[config.mk]
export PLATFORM = sky130hd
export DESIGN_NAME = multi_code_access_ctrl
export DESIGN_NICKNAME = d
export VERILOG_FILES = /design/src/rtl/multi_code_access_ctrl.sv
export SDC_FILE = /design/constraint.sdc
export NUM_CORES = 1
export LEC_CHECK = 0
export BUFFER_PORTS_ARGS = -buffer_cell sky130_fd_sc_hd__buf_2
export CORE_MARGIN = 2
export CORE_UTILIZATION = 45
export CTS_CLUSTER_SIZE = 30
export DETAILED_ROUTE_END_ITERATION = 8
export PLACE_DENSITY = 0.76
export SYNTH_ARGS = -nofsm -noshare
export SYNTH_HDL_FRONTEND = slang
export SYNTH_SLANG_ARGS = --single-unit
[constraint.sdc]
create_clock -name clk -period 2.6 [get_ports clk]
set_input_delay 0.52 -clock clk [delete_from_list [all_inputs] [get_ports clk]]
set_output_delay 0.52 -clock clk [all_outputs]
set_load 0.02 [all_outputs]
[src/rtl/multi_code_access_ctrl.sv]
`default_nettype none
// ===========================================================================
// multi_code_access_ctrl : keypad door lock with latched day/night code,
// consecutive-failure counting, timed door opening and timed alarm.
// Revision : 1.0
// ===========================================================================
module multi_code_access_ctrl #(
   parameter int CODE_LEN      = 5,
   parameter int DIGIT_W       = 4,
   parameter int MAX_FAIL      = 3,
   parameter int OPEN_CYCLES   = 8,
   parameter int ALARM_CYCLES  = 16,
   parameter int ENTRY_TIMEOUT = 32
) (
   input  logic                            clk,
   input  logic                            RESET,
   input  logic                            day,
   input  logic                            key_valid,
   input  logic [DIGIT_W-1:0]              key_digit,
   input  logic                            cancel,
   input  logic                            alarm_clr,
   input  logic [CODE_LEN*DIGIT_W-1:0]     DAY_CODE,
   input  logic [CODE_LEN*DIGIT_W-1:0]     NIGHT_CODE,
   output logic                            DOOR_OPEN_CLOSE,
   output logic                            ALARM,
   output logic [$clog2(MAX_FAIL+1)-1:0]   fail_cnt,
   output logic                            busy
);

   localparam int c_IDX_W   = (CODE_LEN > 1) ? $clog2(CODE_LEN) : 1;
   localparam int c_FAIL_W  = $clog2(MAX_FAIL + 1);
   localparam int c_TMR_MAX = (OPEN_CYCLES > ALARM_CYCLES) ?
                              ((OPEN_CYCLES > ENTRY_TIMEOUT) ? OPEN_CYCLES : ENTRY_TIMEOUT) :
                              ((ALARM_CYCLES > ENTRY_TIMEOUT) ? ALARM_CYCLES : ENTRY_TIMEOUT);
   localparam int c_TMR_W   = $clog2(c_TMR_MAX + 1);

   localparam logic [c_IDX_W-1:0]  c_LAST_IDX   = c_IDX_W'(CODE_LEN - 1);
   localparam logic [c_FAIL_W-1:0] c_MAX_FAIL   = c_FAIL_W'(MAX_FAIL);
   localparam logic [c_TMR_W-1:0]  c_OPEN_LAST  = c_TMR_W'(OPEN_CYCLES - 1);
   localparam logic [c_TMR_W-1:0]  c_ALARM_LAST = c_TMR_W'(ALARM_CYCLES - 1);
   localparam logic [c_TMR_W-1:0]  c_TMO_LAST   = c_TMR_W'(ENTRY_TIMEOUT - 1);

   typedef enum logic [1:0] {
      S_IDLE  = 2'd0,
      S_ENTRY = 2'd1,
      S_OPEN  = 2'd2,
      S_ALARM = 2'd3
   } state_t;

   state_t                 state_q;
   logic                   mode_q;
   logic [c_IDX_W-1:0]     idx_q;
   logic                   mismatch_q;
   logic [c_TMR_W-1:0]     tmr_q;
   logic [c_FAIL_W-1:0]    fail_q;
   logic                   door_q;
   logic                   alarm_q;
   logic                   busy_q;

   logic [c_FAIL_W-1:0]    fail_d;

   logic                       w_mode;
   logic [c_IDX_W-1:0]         w_idx;
   logic [CODE_LEN*DIGIT_W-1:0] w_code;
   logic [DIGIT_W-1:0]         w_digits [CODE_LEN];
   logic                       w_accept;
   logic                       w_last;
   logic                       w_bad;

   // In IDLE the first digit picks the code from the live day input; afterwards the latched mode rules.
   assign w_mode   = (state_q == S_IDLE) ? day : mode_q;
   assign w_idx    = (state_q == S_IDLE) ? '0 : idx_q;

   always_comb begin
      w_code = w_mode ? DAY_CODE : NIGHT_CODE;
      for (int i = 0; i < CODE_LEN; i++) begin
         w_digits[i] = w_code[i*DIGIT_W +: DIGIT_W];
      end
   end

   assign w_accept = key_valid &&
                     ((state_q == S_IDLE) || ((state_q == S_ENTRY) && !cancel));
   assign w_last   = (w_idx == c_LAST_IDX);
   assign w_bad    = mismatch_q || (key_digit != w_digits[w_idx]);
   assign fail_d   = (fail_q == c_MAX_FAIL) ? fail_q : fail_q + 1'b1;

   always_ff @(posedge clk or negedge RESET) begin
      if (!RESET) begin
         state_q    <= S_IDLE;
         mode_q     <= 1'b0;
         idx_q      <= '0;
         mismatch_q <= 1'b0;
         tmr_q      <= '0;
         fail_q     <= '0;
         door_q     <= 1'b0;
         alarm_q    <= 1'b0;
         busy_q     <= 1'b0;
      end else if (w_accept) begin
         tmr_q <= '0;
         if (state_q == S_IDLE) begin
            mode_q <= day;
         end
         if (w_last) begin
            idx_q      <= '0;
            mismatch_q <= 1'b0;
            if (!w_bad) begin
               state_q <= S_OPEN;
               door_q  <= 1'b1;
               fail_q  <= '0;
               busy_q  <= 1'b1;
            end else if (fail_d == c_MAX_FAIL) begin
               state_q <= S_ALARM;
               alarm_q <= 1'b1;
               fail_q  <= fail_d;
               busy_q  <= 1'b1;
            end else begin
               state_q <= S_IDLE;
               fail_q  <= fail_d;
               busy_q  <= 1'b0;
            end
         end else begin
            state_q    <= S_ENTRY;
            idx_q      <= w_idx + 1'b1;
            mismatch_q <= w_bad;
            busy_q     <= 1'b1;
         end
      end else begin
         case (state_q)
            S_ENTRY: begin
               if (cancel || (tmr_q == c_TMO_LAST)) begin
                  state_q    <= S_IDLE;
                  idx_q      <= '0;
                  mismatch_q <= 1'b0;
                  tmr_q      <= '0;
                  busy_q     <= 1'b0;
               end else begin
                  tmr_q <= tmr_q + 1'b1;
               end
            end
            S_OPEN: begin
               if (tmr_q == c_OPEN_LAST) begin
                  state_q <= S_IDLE;
                  door_q  <= 1'b0;
                  tmr_q   <= '0;
                  busy_q  <= 1'b0;
               end else begin
                  tmr_q <= tmr_q + 1'b1;
               end
            end
            S_ALARM: begin
               if (alarm_clr || (tmr_q == c_ALARM_LAST)) begin
                  state_q <= S_IDLE;
                  alarm_q <= 1'b0;
                  fail_q  <= '0;
                  tmr_q   <= '0;
                  busy_q  <= 1'b0;
               end else begin
                  tmr_q <= tmr_q + 1'b1;
               end
            end
            default: ;
         endcase
      end
   end

   assign DOOR_OPEN_CLOSE = door_q;
   assign ALARM           = alarm_q;
   assign fail_cnt        = fail_q;
   assign busy            = busy_q;

endmodule
`default_nettype wire

# Yosys cells after proc, flatten, opt, wreduce, memory -nomap -nowiden
# Cells that the tools add are included.
[word_totals]
ram_bits = 0
latch_bits = 0
input_bits = 50
mem_bits_ro = 0
n_memories = 0
output_inout_bits = 5
word_cells = 99
regBits = 18
[op_classes]
shifts = 0
n_lt_le_gt_ge = 1
addsub = 3
mul = 0
bitwise = 1
n_reduce_logical = 20
n_eq_ne = 17
n_div = 0
mux = 48
[op_table]
columns = ["operator", "n"]
rows = [
  ["2-to-1 mux 2 bit", 12],
  ["2-to-1 mux 6 bit", 4],
  ["2-to-1 mux 1 bit", 20],
  ["2-to-1 mux 20 bit", 1],
  ["case mux 6 bit (3 select lines)", 1],
  ["2-to-1 mux 3 bit", 5],
  ["binary-select mux 4 bit (select 3 bit)", 1],
  ["nonzero test 2 bit", 6],
  ["== test 2 bit (second input constant)", 4],
  ["2-to-1 mux 4 bit", 2],
  ["AND reduction 4 bit", 2],
  ["adder 6 x 1 -> 6 bit (second input constant)", 1],
  ["== test 6 x 3 -> 1 bit (second input constant)", 1],
  ["== test 6 x 4 -> 1 bit (second input constant)", 1],
  ["== test 6 x 5 -> 1 bit (second input constant)", 1],
  ["inequality test 2 x 1 -> 1 bit (second input constant)", 3],
  ["inequality test 3 bit (second input constant)", 2],
  ["case mux 2 bit (3 select lines)", 1],
  ["AND reduction 5 bit", 1],
  [">= comparator 4 bit (second input constant)", 1],
  ["logical OR 1 bit", 4],
  ["inequality test 4 bit", 1],
  ["NOT 3 -> 4 bit", 1],
  ["nonzero test 4 bit", 1],
  ["other kinds (12)", 13],
]

# Depth between registers and ports, before layout
[logic_depth]
depth_word = 11
depth_mapped = 13
depth_no_buf = 10

# Worst setup path after synthesis
# No wires, ideal clock.
[synth_timing]
kind = "input to register"
from = "input day"
to = "register state_q[0]"
stages = 9
setup_time_ns = 0.126
required_ns = 2.474
path_buffers = 1
arrival_time_ns = 2.398
slack_ns = 0.076
path_cell_list = "or3b_1 > buf_6 > nand2_8 > mux2i_1 > o211a_1 > a211o_1 > a221oi_4 > a21oi_1 > a221o_1"
[synth_between]
elab_chain_len = 10
[synth_lines]
columns = ["element", "line", "text"]
rows = [
  ["start: declaration", "17", "input logic day,"],
  ["2-to-1 mux 1 bit", "-", ""],
  ["2-to-1 mux 20 bit", "75", "w_code = w_mode ? DAY_CODE : NIGHT_CODE;"],
  ["binary-select mux 4 bit (select 3 bit)", "84", "assign w_bad = mismatch_q || (key_digit != w_digits[w_idx]);"],
  ["2-to-1 mux 4 bit (not written as such) (2 in a row)", "84", ""],
  ["inequality test 4 bit", "84", ""],
  ["logical OR 1 bit", "84", ""],
  ["2-to-1 mux 2 bit", "106", "if (!w_bad) begin"],
  ["2-to-1 mux 2 bit", "103", "if (w_last) begin"],
  ["2-to-1 mux 2 bit", "98", "end else if (w_accept) begin"],
  ["end signal: assignment", "89", "state_q <= S_IDLE;"],
  ["end signal: assignment", "107", "state_q <= S_OPEN;"],
  ["end signal: assignment", "112", "state_q <= S_ALARM;"],
  ["end: declaration", "50", "state_t state_q;"],
]
# Every way passes these cells. The select of a mux whose other input is x is not followed.
# A chain may end at the register's enable or synchronous reset.

# Final worst setup path
[layout_timing]
from = "register state_q[1]"
to = "register state_q[0]"
[layout_between]
elab_chain_len = 11
word_cells_on_any_way = 26
classes_between = "eq/ne: 8; mux: 10; bitwise: 1; reduce/logical: 7"
[layout_lines]
columns = ["element", "line"]
rows = [
  ["logical NOT 2 bit", "71, 72, 82"],
  ["2-to-1 mux 1 bit or 2-to-1 mux 3 bit (tied branches)", "-"],
  ["2-to-1 mux 20 bit or NOT 3 -> 4 bit (tied branches)", "75, 84"],
  ["binary-select mux 4 bit (select 3 bit)", "84"],
  ["2-to-1 mux 4 bit (not written as such) (2 in a row)", "84"],
  ["inequality test 4 bit", "84"],
  ["logical OR 1 bit", "84"],
  ["2-to-1 mux 2 bit", "106"],
  ["2-to-1 mux 2 bit", "103"],
  ["2-to-1 mux 2 bit", "98"],
]
# Several ways; a longest one is shown, not always the timed one. The select of a mux whose other input is x is not followed.

==> flow_metrics.tcl <==
set metrics [dict create \
    final_cell_mix "buf_2 (54), o21ai_0 (24), a21oi_1 (17), buf_4 (17), nand2_1 (16)" \
    crit_type "flop to flop" \
    crit_fanout 6 \
    vias_per_cell 5.73 \
    placed_area_um2 2030 \
    cts_sinks 18 \
    mostFrequentLayoutCell "buf_2" \
    cpMaxStageDelayCell "dfrtp_1" \
    synth_area_um2 1610 \
    drt_wl_total_um 4570 \
    firstDrtPassIters 4 \
    synth_edf_count 0 \
    timing.hold.ws_ns 0.124 \
    cts_tree "built" \
    reg2reg_to "state_q[0]" \
    period_minus_slack_ns 2.49 \
    synth_top_area_share 0.281 \
    fin_ws_ns 0.113 \
    antenna_left 0 \
    nets 322 \
    clockBufferDepth 2 \
    pre_cts_slack_ns -0.138 \
    antenna_found_initial 0 \
    vias 1799 \
    start_util 0.474 \
    cp-start-kind "flop" \
    drive_gt1_frac 0.373 \
    cts_max_level 1 \
    synthTopCellsByArea "dfrtp_1 (28%), o21ai_0 (7.8%), a21oi_1 (5.3%), mux2i_1 (5.0%), nand2_1 (3.7%)" \
    hold_viol 0 \
    top_level_ports 55 \
    maxSlewViolCount 0 \
    grt_max_degree 19 \
    grtUsageTotal 0.226 \
    ys_warn_count 0 \
    r2r-start "state_q[1]" \
    tightest_slew_ns 0.533 \
    slew_headroom 0.642 \
    grt_pass1_vias 1638 \
    syn2layout_area_growth_pct 32.0 \
    synth.distinct_cells 53 \
    p_leak_nw 1.02 \
    hold_class "input port to asynchronous set/reset pin" \
    synth_nets 252 \
    synth_flop_cell "dfrtp_1" \
    die_w_um 63.7 \
    r2r_cells 7 \
    synth.largest_area_cell "dfrtp_1" \
    timing.final.crit_share 0.956 \
    syn_area_per_cell_um2 8.07 \
    fin_area_um2 2120 \
    peakVddDrop_mv 0.389 \
    die_area_um2 4060 \
    max_freq_mhz 402 \
    critPathRequiredTime_ns 2.78 \
    synth_cells 199 \
    tns_ns 0 \
    diodes 0 \
    status "completed" \
    drt_iter0_drc 147 \
    drv_cap 0 \
    clock_latency_ns 0.30 \
    startpoint "state_q[1]" \
    grt_pass1_wl_um 7440 \
    cts-root-buf "clkbuf_4" \
    cts_hold_buf 0 \
    powerDensity_nw_per_um2 499 \
    rsz0062_at_grt "false" \
    remaining_drc_errors 0 \
    setup.worst_path.end_class "flop" \
    critPathCapture "state_q[0]" \
    cp_cell_sequence "nor2_1 > nand3b_1 > a32o_2 > a211o_1 > a221oi_4 > a21oi_1 > a221o_1" \
    worst-path-stages 7 \
    setup_violations 0 \
    rrSetupSlack_ns 0.11 \
    numCtsBuffers 3 \
    ys_seq_elements 18 \
    rows 21 \
    finClkSkew_ns 0.0122 \
    path_buf_inv 0 \
    gp_congestion 0.864 \
    async_flop_share 1.00 \
    cp_top_family "compound AO/OA/AOI/OAI gates" \
    core_um2 3390 \
    fill_cells 297 \
    die_h_um 63.7 \
    avgRoutedWirePerCell_um 14.6 \
    clk_pin_slew_ns 0.11 \
    final-seq-area_um2 454 \
    multi_input_area_um2 1090 \
    ys_seq_area_frac 0.281 \
    cpPeakStageDelay_ns 0.44 \
    hpwl_um 3580 \
    final_util 0.625 \
    critPathArrivalTime_ns 2.67 \
    grt_overflow_total 0 \
    port-buffer-count 54 \
]
## state kept, by name (all words and copies together), names as in the netlist
register / flops
ALARM: 1
mismatch_q: 1
mode_q: 1
DOOR_OPEN_CLOSE: 1
busy: 1
idx_q: 3
tmr_q: 6
state_q: 2
fail_cnt: 2
## area by class of cell
type                            instances  area share
Timing Repair Buffer                   75       0.209
Sequential cell                        18       0.214
Clock buffer                            4      0.0171
Inverter                               10      0.0177
Tap cell                               46      0.0272
Multi-Input combinational cell        161       0.514
## routing by layer
layer | part of all wire | GRT usage | up-vias
met5 | 0 | 0 | -
met1 | 0.46 | 0.303 | 829
met4 | 0.0066 | 0.0571 | 0
met2 | 0.47 | 0.378 | 72
li1 | - | - | 894
met3 | 0.070 | 0.0357 | 4
## cell usage after synthesis (3+ instances only)
library cell  instances
a211o_1               3
a211oi_1              3
a21oi_1              17
a22o_1                4
a31oi_1               4
and3_1                4
buf_2                 3
clkbuf_1              4
dfrtp_1              18
ha_1                  3
inv_1                 9
mux2_2                3
mux2i_1               8
nand2_1              16
nand3_1               8
nor2_1               14
o21a_1                3
o21ai_0              25
o22a_1                4
o31ai_1               4
## worst min path at each step
stage                from       end  slack, ns
CTS                 RESET  tmr_q[1]       0.14
global placement    RESET  tmr_q[1]       0.47
finish              RESET  tmr_q[2]       0.12
global route        RESET  tmr_q[1]       0.15
detailed placement  RESET  tmr_q[1]       0.47
floorplan           RESET     ALARM       0.22
## report_power, final
group | switching [W] | total, W | internal (W)
Sequential | 0.0000465 | 0.000355 | 0.000308
Clock | 0.0000915 | 0.000177 | 0.0000854
Combinational | 0.000262 | 0.000525 | 0.000263
Total | 0.000400 | 0.00106 | 0.000656
## kinds of logic after synthesis
logic type,synth area share
AOI/OAI and AO/OA,0.363
and+or+nand+nor,0.196
buffers and inverters,0.0608
DFF,0.281
muxes,0.0709
adders and majority gates,0.0234
xor gates and xnor gates,0.00546
## through the flow
| stage | cells | total power [W] |
|---|---|---|
| global route | 314 | 0.00113 |
| floorplan | 199 | 0.000670 |
| detailed placement | 310 | 0.000847 |
| CTS | 314 | 0.00102 |
| global placement | 310 | 0.000839 |
| finish | 314 | 0.00106 |
## what timing repair did
action / CTS / global route
gates resized for setup: 0 / 17
setup buffers: 0 / 0
endpoints found under the setup margin: 0 / 8
## worst reg2reg max path, cell delays in order (launching register included)
cell	delay (ns)
dfrtp_1	0.44
nor2_1	0.42
nand3b_1	0.14
a32o_2	0.31
a211o_1	0.33
a221oi_4	0.28
a21oi_1	0.11
a221o_1	0.34
No activity file was read; power rests on OpenSTA's default activity.
